`config.mk`:
```
export PLATFORM = sky130hd
export DESIGN_NAME = dump_ctrl
export DESIGN_NICKNAME = d
export VERILOG_FILES = /design/src/rtl/dump_ctrl.sv
export SDC_FILE = /design/constraint.sdc
export NUM_CORES = 1
export LEC_CHECK = 0
export ABC_CLOCK_PERIOD_IN_PS = 4700
export BUFFER_PORTS_ARGS = -buffer_cell sky130_fd_sc_hd__buf_2
export CORE_ASPECT_RATIO = 0.5
export CORE_MARGIN = 1.5
export CORE_UTILIZATION = 45
export CTS_CLUSTER_SIZE = 8
export DETAILED_ROUTE_END_ITERATION = 8
export GPL_TIMING_DRIVEN = 0
export HOLD_SLACK_MARGIN = 0.12
export PLACE_DENSITY = 0.77
export SETUP_SLACK_MARGIN = 0.02
export SLEW_MARGIN = 10
export SYNTH_ARGS = -nofsm -noshare
export SYNTH_HDL_FRONTEND = slang
export SYNTH_SLANG_ARGS = --single-unit
```
`constraint.sdc`:
```
create_clock -name clk -period 4.7 [get_ports clk]
set_input_delay 0.94 -clock clk [delete_from_list [all_inputs] [get_ports clk]]
set_output_delay 0.94 -clock clk [all_outputs]
set_load 0.005 [all_outputs]
```
`src/rtl/dump_ctrl.sv`:
```
// dump_ctrl: streams one channel's circular 512-sample capture trace to the
// UART transmitter, oldest sample first, one byte per send/done handshake.
//
// Ports:
//   clk, rst_n      system clock, asynchronous active-low reset
//   start_dump      one-cycle dump request, taken only when idle
//   dump_channel    1=CH1, 2=CH2, 3=CH3, 0=invalid (finishes immediately)
//   trace_end       address of the oldest sample, sampled on the start cycle
//   ch1..3_rdata    channel RAM read data, valid the cycle after ram_en
//   tx_done         UART byte-transmitted pulse
//   ram_en/ram_addr RAM read port (read only)
//   dump_data       byte presented to the UART
//   send_dump       one-cycle transmit strobe
//   dump_finished   one-cycle pulse after the last byte is acknowledged
//
// DEPTH must equal 2**AW: the address wraps naturally at the AW-bit boundary.
module dump_ctrl #(
  parameter int AW    = 9,
  parameter int DEPTH = 512
) (
  input  logic          clk,
  input  logic          rst_n,
  input  logic          start_dump,
  input  logic [1:0]    dump_channel,
  input  logic [AW-1:0] trace_end,
  input  logic [7:0]    ch1_rdata,
  input  logic [7:0]    ch2_rdata,
  input  logic [7:0]    ch3_rdata,
  input  logic          tx_done,
  output logic          ram_en,
  output logic [AW-1:0] ram_addr,
  output logic [7:0]    dump_data,
  output logic          send_dump,
  output logic          dump_finished
);

  typedef enum logic [2:0] {
    IDLE, READ, LATCH, SEND, WAIT_TX, FINISH
  } state_t;

  state_t      state, state_nx;
  logic [AW:0] cnt;
  logic [1:0]  ch;
  logic [7:0]  sel_rdata;
  logic        last_byte;

  assign last_byte = (cnt == (AW+1)'(DEPTH-1));

  always_ff @(posedge clk or negedge rst_n) begin
    if (!rst_n) state <= IDLE;
    else        state <= state_nx;
  end

  always_comb begin
    state_nx = state;
    case (state)
      IDLE:    if (start_dump) state_nx = (dump_channel != 2'd0) ? READ : FINISH;
      READ:    state_nx = LATCH;
      LATCH:   state_nx = SEND;
      SEND:    state_nx = WAIT_TX;
      WAIT_TX: if (tx_done) state_nx = last_byte ? FINISH : READ;
      FINISH:  state_nx = IDLE;
      default: state_nx = IDLE;
    endcase
  end

  // Strobes decode straight from state so they clear the instant reset hits.
  assign ram_en        = (state == READ);
  assign send_dump     = (state == SEND);
  assign dump_finished = (state == FINISH);

  always_comb begin
    sel_rdata = 8'h00;
    case (ch)
      2'd1:    sel_rdata = ch1_rdata;
      2'd2:    sel_rdata = ch2_rdata;
      2'd3:    sel_rdata = ch3_rdata;
      default: sel_rdata = 8'h00;
    endcase
  end

  always_ff @(posedge clk or negedge rst_n) begin
    if (!rst_n) begin
      ram_addr  <= '0;
      dump_data <= 8'h00;
      cnt       <= '0;
      ch        <= 2'd0;
    end else begin
      case (state)
        IDLE: if (start_dump && dump_channel != 2'd0) begin
          ch       <= dump_channel;
          ram_addr <= trace_end;
          cnt      <= '0;
        end
        LATCH: dump_data <= sel_rdata;
        WAIT_TX: if (tx_done && !last_byte) begin
          ram_addr <= ram_addr + AW'(1);
          cnt      <= cnt + (AW+1)'(1);
        end
        default: ;
      endcase
    end
  end

endmodule

```
# After elaboration in Yosys (flattened, before gate mapping)
# Index checks and enable logic that the tools add are counted.
classes:
  n_eq_ne: 13
  n_mux: 12
  addsub: 2
  reduce_logical: 9
ops:
  columns: ["op", "count"]
  rows:
  - ["$pmux W8 S3", 1]
  - ["$mux W10", 2]
  - ["$pmux W10 S2", 1]
  - ["$mux W9", 2]
  - ["$pmux W9 S2", 1]
  - ["$pmux W3 S5", 1]
  - ["$mux W3", 4]
  - ["$add A10 B1 Y10 const B", 1]
  - ["$eq A10 B9 Y1 const B", 1]
  - ["$add A9 B1 Y9 const B", 1]
  - ["$ne A2 B2 Y1 const B", 4]
  - ["$eq A3 B2 Y1 const B", 2]
  - ["$eq A3 B3 Y1 const B", 2]
  - ["$eq A2 B2 Y1 const B", 2]
  - ["$reduce_and A2 Y1", 2]
  - ["$reduce_bool A2 Y1", 2]
  - ["$eq A3 B1 Y1 const B", 1]
  - ["$logic_not A3 Y1", 1]
  - ["$reduce_and A3 Y1", 1]
  - ["$eq A2 B1 Y1 const B", 1]
  - ["$logic_and A1 B1 Y1", 2]
  - ["$logic_not A1 Y1", 1]
totals:
  output_inout_bits: 20
  ff_bits: 32
  in_bits: 39
  wordCells: 41

# Depth between registers and ports, before layout
depth:
  ltp_word: 5
  depth_mapped: 7
  depth_no_buf: 5

# Worst setup path before layout
# No wires, ideal clock.
synth_timing:
  kind: "input -> register"
  from: "input port start_dump"
  to: "register ram_addr[5]"
  setup_ps: 127
  slack_ps: 2734
  path_buffers: 0
  required_ps: 4573
  cell_stages: 4
  arrival_time_ps: 1839
  cell_sequence: "nor4b_4 > o21ai_1 > nand2_1 > o2bb2a_1"
synth_between:
  elab_chain_cells: 3
synth_rtl:
  columns: ["item", "line_no", "rtl"]
  rows:
  - ["start, declared", "23", "input logic start_dump,"]
  - ["$logic_and A1 B1 Y1", "90", "IDLE: if (start_dump && dump_channel != 2'd0) begin"]
  - ["$ne A2 B2 Y1 (no line)", null, null]
  - ["$reduce_and A3 Y1 (no line)", null, null]
  - ["end signal, assigned", "92", "ram_addr <= trace_end;"]
  - ["end signal, assigned", "97", "ram_addr <= ram_addr + AW'(1);"]
  - ["end, declared", "31", "output logic [AW-1:0] ram_addr,"]
# No other way between the ends.
# A chain may end at the register's enable or synchronous reset.

# Final worst setup path
layout_timing:
  from: "register state[0]"
  to: "output port ram_en"
layout_between:
  elab_chain_cells: 1
layout_rtl:
  columns: ["item", "line_no", "rtl"]
  rows:
  - ["start, declared", "41", "state_t state, state_nx;"]
  - ["start signal, assigned", "51", "else state <= state_nx;"]
  - ["$eq A3 B1 Y1", "68", "assign ram_en = (state == READ);"]
  - ["end, declared", "30", "output logic ram_en,"]
# No other way between the ends.

==> flow_summary.ini <==
[critical_path]
crit_type = register to output port
cp-end-kind = output port
r2r_cells = 5
path_common_cell = buf_2
arrival_ns = 1.38
path_cells = buf_2 > nor3b_1 > buf_2
required_ns = 3.76
crit_path_max_fanout = 10
critPathMaxStageDelay_ns = 0.44
cp_slowest_cell = dfrtp_1
critPathLaunchType = register

[logic_synthesis]
yosysTopAreaCell = dfrtp_1
async_reset_ff_share_pct = 100
synth_top_family_by_area = compound AO/OA/AOI/OAI gates
syn-cell-area_mm2 = 0.00193
synthAdderAreaFrac_pct = 1.30
ys_ff_latch = 32
synth_enable_flop_cells = 0
synth_mux_area_share_pct = 5.72
synth_top_area_share_pct = 41.6
syn_nets = 242
synth-xor-area-share_pct = 0
synthTopCellsByArea = dfrtp_1, a21oi_1, mux2_2
ys_seq_area_share_pct = 41.6
synth-compound-area-share_pct = 25.3
synth_area_per_cell_um2 = 9.58
synthFlopType = dfrtp_1
synth-simple-area-share_pct = 21.9
syn_inst = 201
yosysWarnings = 0
synth_cell_types = 52

[sta]
fmax_mhz = 431
min_period_ns = 2.32
finalWorstSetupSlack_ns = 2.38
rsz0062_at_grt = false
worst_slew_pin_slew_ns = 0.869
slew_violations = 0
timing.slew.headroom_pct = 41.7
hold_violations = 0
fin_skew_ns = 0.00666
setup-tns-final_ns = 0
fin_crit_sh_pct = 49.4
setup_viol = 0

[hold_path]
whs_path_depth = 1
hp-class = register to register

[die]
core-area_mm2 = 0.00400
die_x_um = 95.5
die_h_um = 49.3
row_count = 16
dieArea_mm2 = 0.00470
start_util_pct = 48.1
io_pins = 59

[routing]
drtAntennaViolNets = 0
avgRoutedWirePerCell_um = 15.2
viasPerCell = 5.87
first_iter_violations = 110
drc = 0
drt_first_pass_iters = 4
num_vias = 1883
wl_um = 4870

[final_layout]
post-route-util_pct = 59.7
diodes = 0
final_cell_mix = buf_2, dfrtp_1, nand2_1
drive_gt1_share_pct = 34.8
syn_to_final_growth_pct = 24.2
final_area_mm2 = 0.00239
multiInputGateArea_mm2 = 0.00104
ff_latch_area_um2 = 801
finalNetCount = 307
layout_commonest_cell = buf_2
n_fill_cell = 359

[place]
pre_cts_ws_ns = 2.19
postPlaceCellArea_mm2 = 0.00228
numPortBuffers = 58
gp_congestion = 0.839
dp_hpwl_um = 3490

[global_route]
antenna_found_initial = 0
track_usage_pct = 21.8
met1_usage_pct = 28.2
grt_overflow = 0
met2_usage_pct = 35.2
grt_start_max_net_pins = 33
busiest_layer = met2
grt_first_pass_wirelength_um = 7870
first_global_vias = 1753
use_met3_pct = 5.30

[pwr]
p_leak_nw = 1.12
p_int_uw = 826
p_sw_uw = 533
seqPwrFrac_pct = 34.1
combPwrFrac_pct = 46.5
powerDensity_mw_per_mm2 = 568
netSwitchingFraction_pct = 39.2
ir_drop_mv = 0.302
p_clk_share_pct = 19.4

[outcome]
status = completed

[clock_tree]
cts_root_buf = clkbuf_8
cts_resized = 0
clk_path_buf_depth = 2
htreeDepth = 2
clock_sinks = 32
post_cts_buffers = 0
clk_pin_slew_ns = 0.07
cts_inserted_buffers = 5
worstSkewPairLatency_ns = 0.29
postCtsHoldBufs = 0
cts_tree = done

[run]
drv_cap = 0
==> power by group through the flow <==
| stage | clock network (mW) | logic, mW | registers [mW] |
|---|---|---|---|
| after floorplan | 0 | 0.425 | 0.459 |
| after global placement | 0 | 0.604 | 0.461 |
| after detailed placement | 0 | 0.628 | 0.466 |
| after CTS | 0.266 | 0.632 | 0.462 |
| after global routing | 0.280 | 0.707 | 0.478 |
| final | 0.264 | 0.631 | 0.464 |
==> synthesized netlist by cell type, types with 2 or more instances <==
cell	instances
buf_2	5
buf_1	2
nand3_1	5
o21ai_1	3
nor3_1	5
or2_2	2
a22o_1	2
a21o_1	2
clkbuf_1	2
a41oi_1	2
nand2_1	21
nand4_2	2
dfrtp_1	32
a22oi_1	10
a211o_1	2
and3_1	5
o22ai_1	6
nand4_1	2
mux2_2	8
inv_1	3
ha_1	2
nor3b_1	3
buf_6	2
o21ai_0	5
a31oi_1	6
a211oi_1	2
a21oi_1	19
nor2_1	15
nor3b_2	2
mux2i_1	2
==> kinds of logic (layout without fill, tap and decap cells) <==
family | after synthesis | count (layout)
muxes | 10 | 10
buffers and inverters | 15 | 81
DFF | 32 | 32
AOI/OAI and AO/OA | 70 | 70
and+or+nand+nor | 72 | 72
adders and majority gates | 2 | 2
==> area by class of cell <==
| type | instances | share of cell area (%) |
|---|---|---|
| Multi-Input combinational cell | 154 | 43.6 |
| Sequential cell | 32 | 33.5 |
| Timing Repair Buffer | 58 | 12.1 |
| Clock buffer | 6 | 3.04 |
| Buffer | 12 | 2.93 |
| Tap cell | 54 | 2.83 |
| Clock inverter | 2 | 1.47 |
| Inverter | 3 | 0.471 |
==> flip-flops by register name, summed over array words and instances (netlist names) <==
| signal | flops |
|---|---|
| dump_data | 8 |
| ch | 2 |
| ram_addr | 9 |
| state | 3 |
| cnt | 10 |
==> per-layer routing <==
layer	wire, µm	share of wire, %
met2	2280	47
met5	0	0
met1	2230	46
met4	65	1.3
met3	294	6.0
==> critical path, delay by kind of cell (launching register included) <==
| kind | cells | cell delay (ns) |
|---|---|---|
| buffers and inverters | 2 | 0.40 |
| and+or+nand+nor | 1 | 0.25 |
| DFF | 1 | 0.44 |
==> worst paths after layout <==
kind	start	to	slack, ns
max	state[0]$_DFFE_PN0P_	ram_en	2.38
min	ram_addr[6]$_DFFE_PN0P_	ram_addr[6]$_DFFE_PN0P_	0.52
max reg2reg	state[2]$_DFFE_PN0P_	ram_addr[7]$_DFFE_PN0P_	2.70
min reg2reg	ram_addr[6]$_DFFE_PN0P_	ram_addr[6]$_DFFE_PN0P_	0.52
max in group asynchronous	rst_n	dump_data[6]$_DFFE_PN0P_	3.53
min in group asynchronous	rst_n	ram_addr[8]$_DFFE_PN0P_	0.70
==> through the flow <==
| stage | hold WS, ns | total power [mW] | cells |
|---|---|---|---|
| after global routing | 0.556 | 1.46 | 321 |
| after CTS | 0.515 | 1.36 | 321 |
| final | 0.517 | 1.36 | 321 |
| after detailed placement | 0.502 | 1.09 | 313 |
| after global placement | 0.489 | 1.06 | 313 |
| after floorplan | 0.486 | 0.884 | 201 |
(Power assumes the default switching activity.)
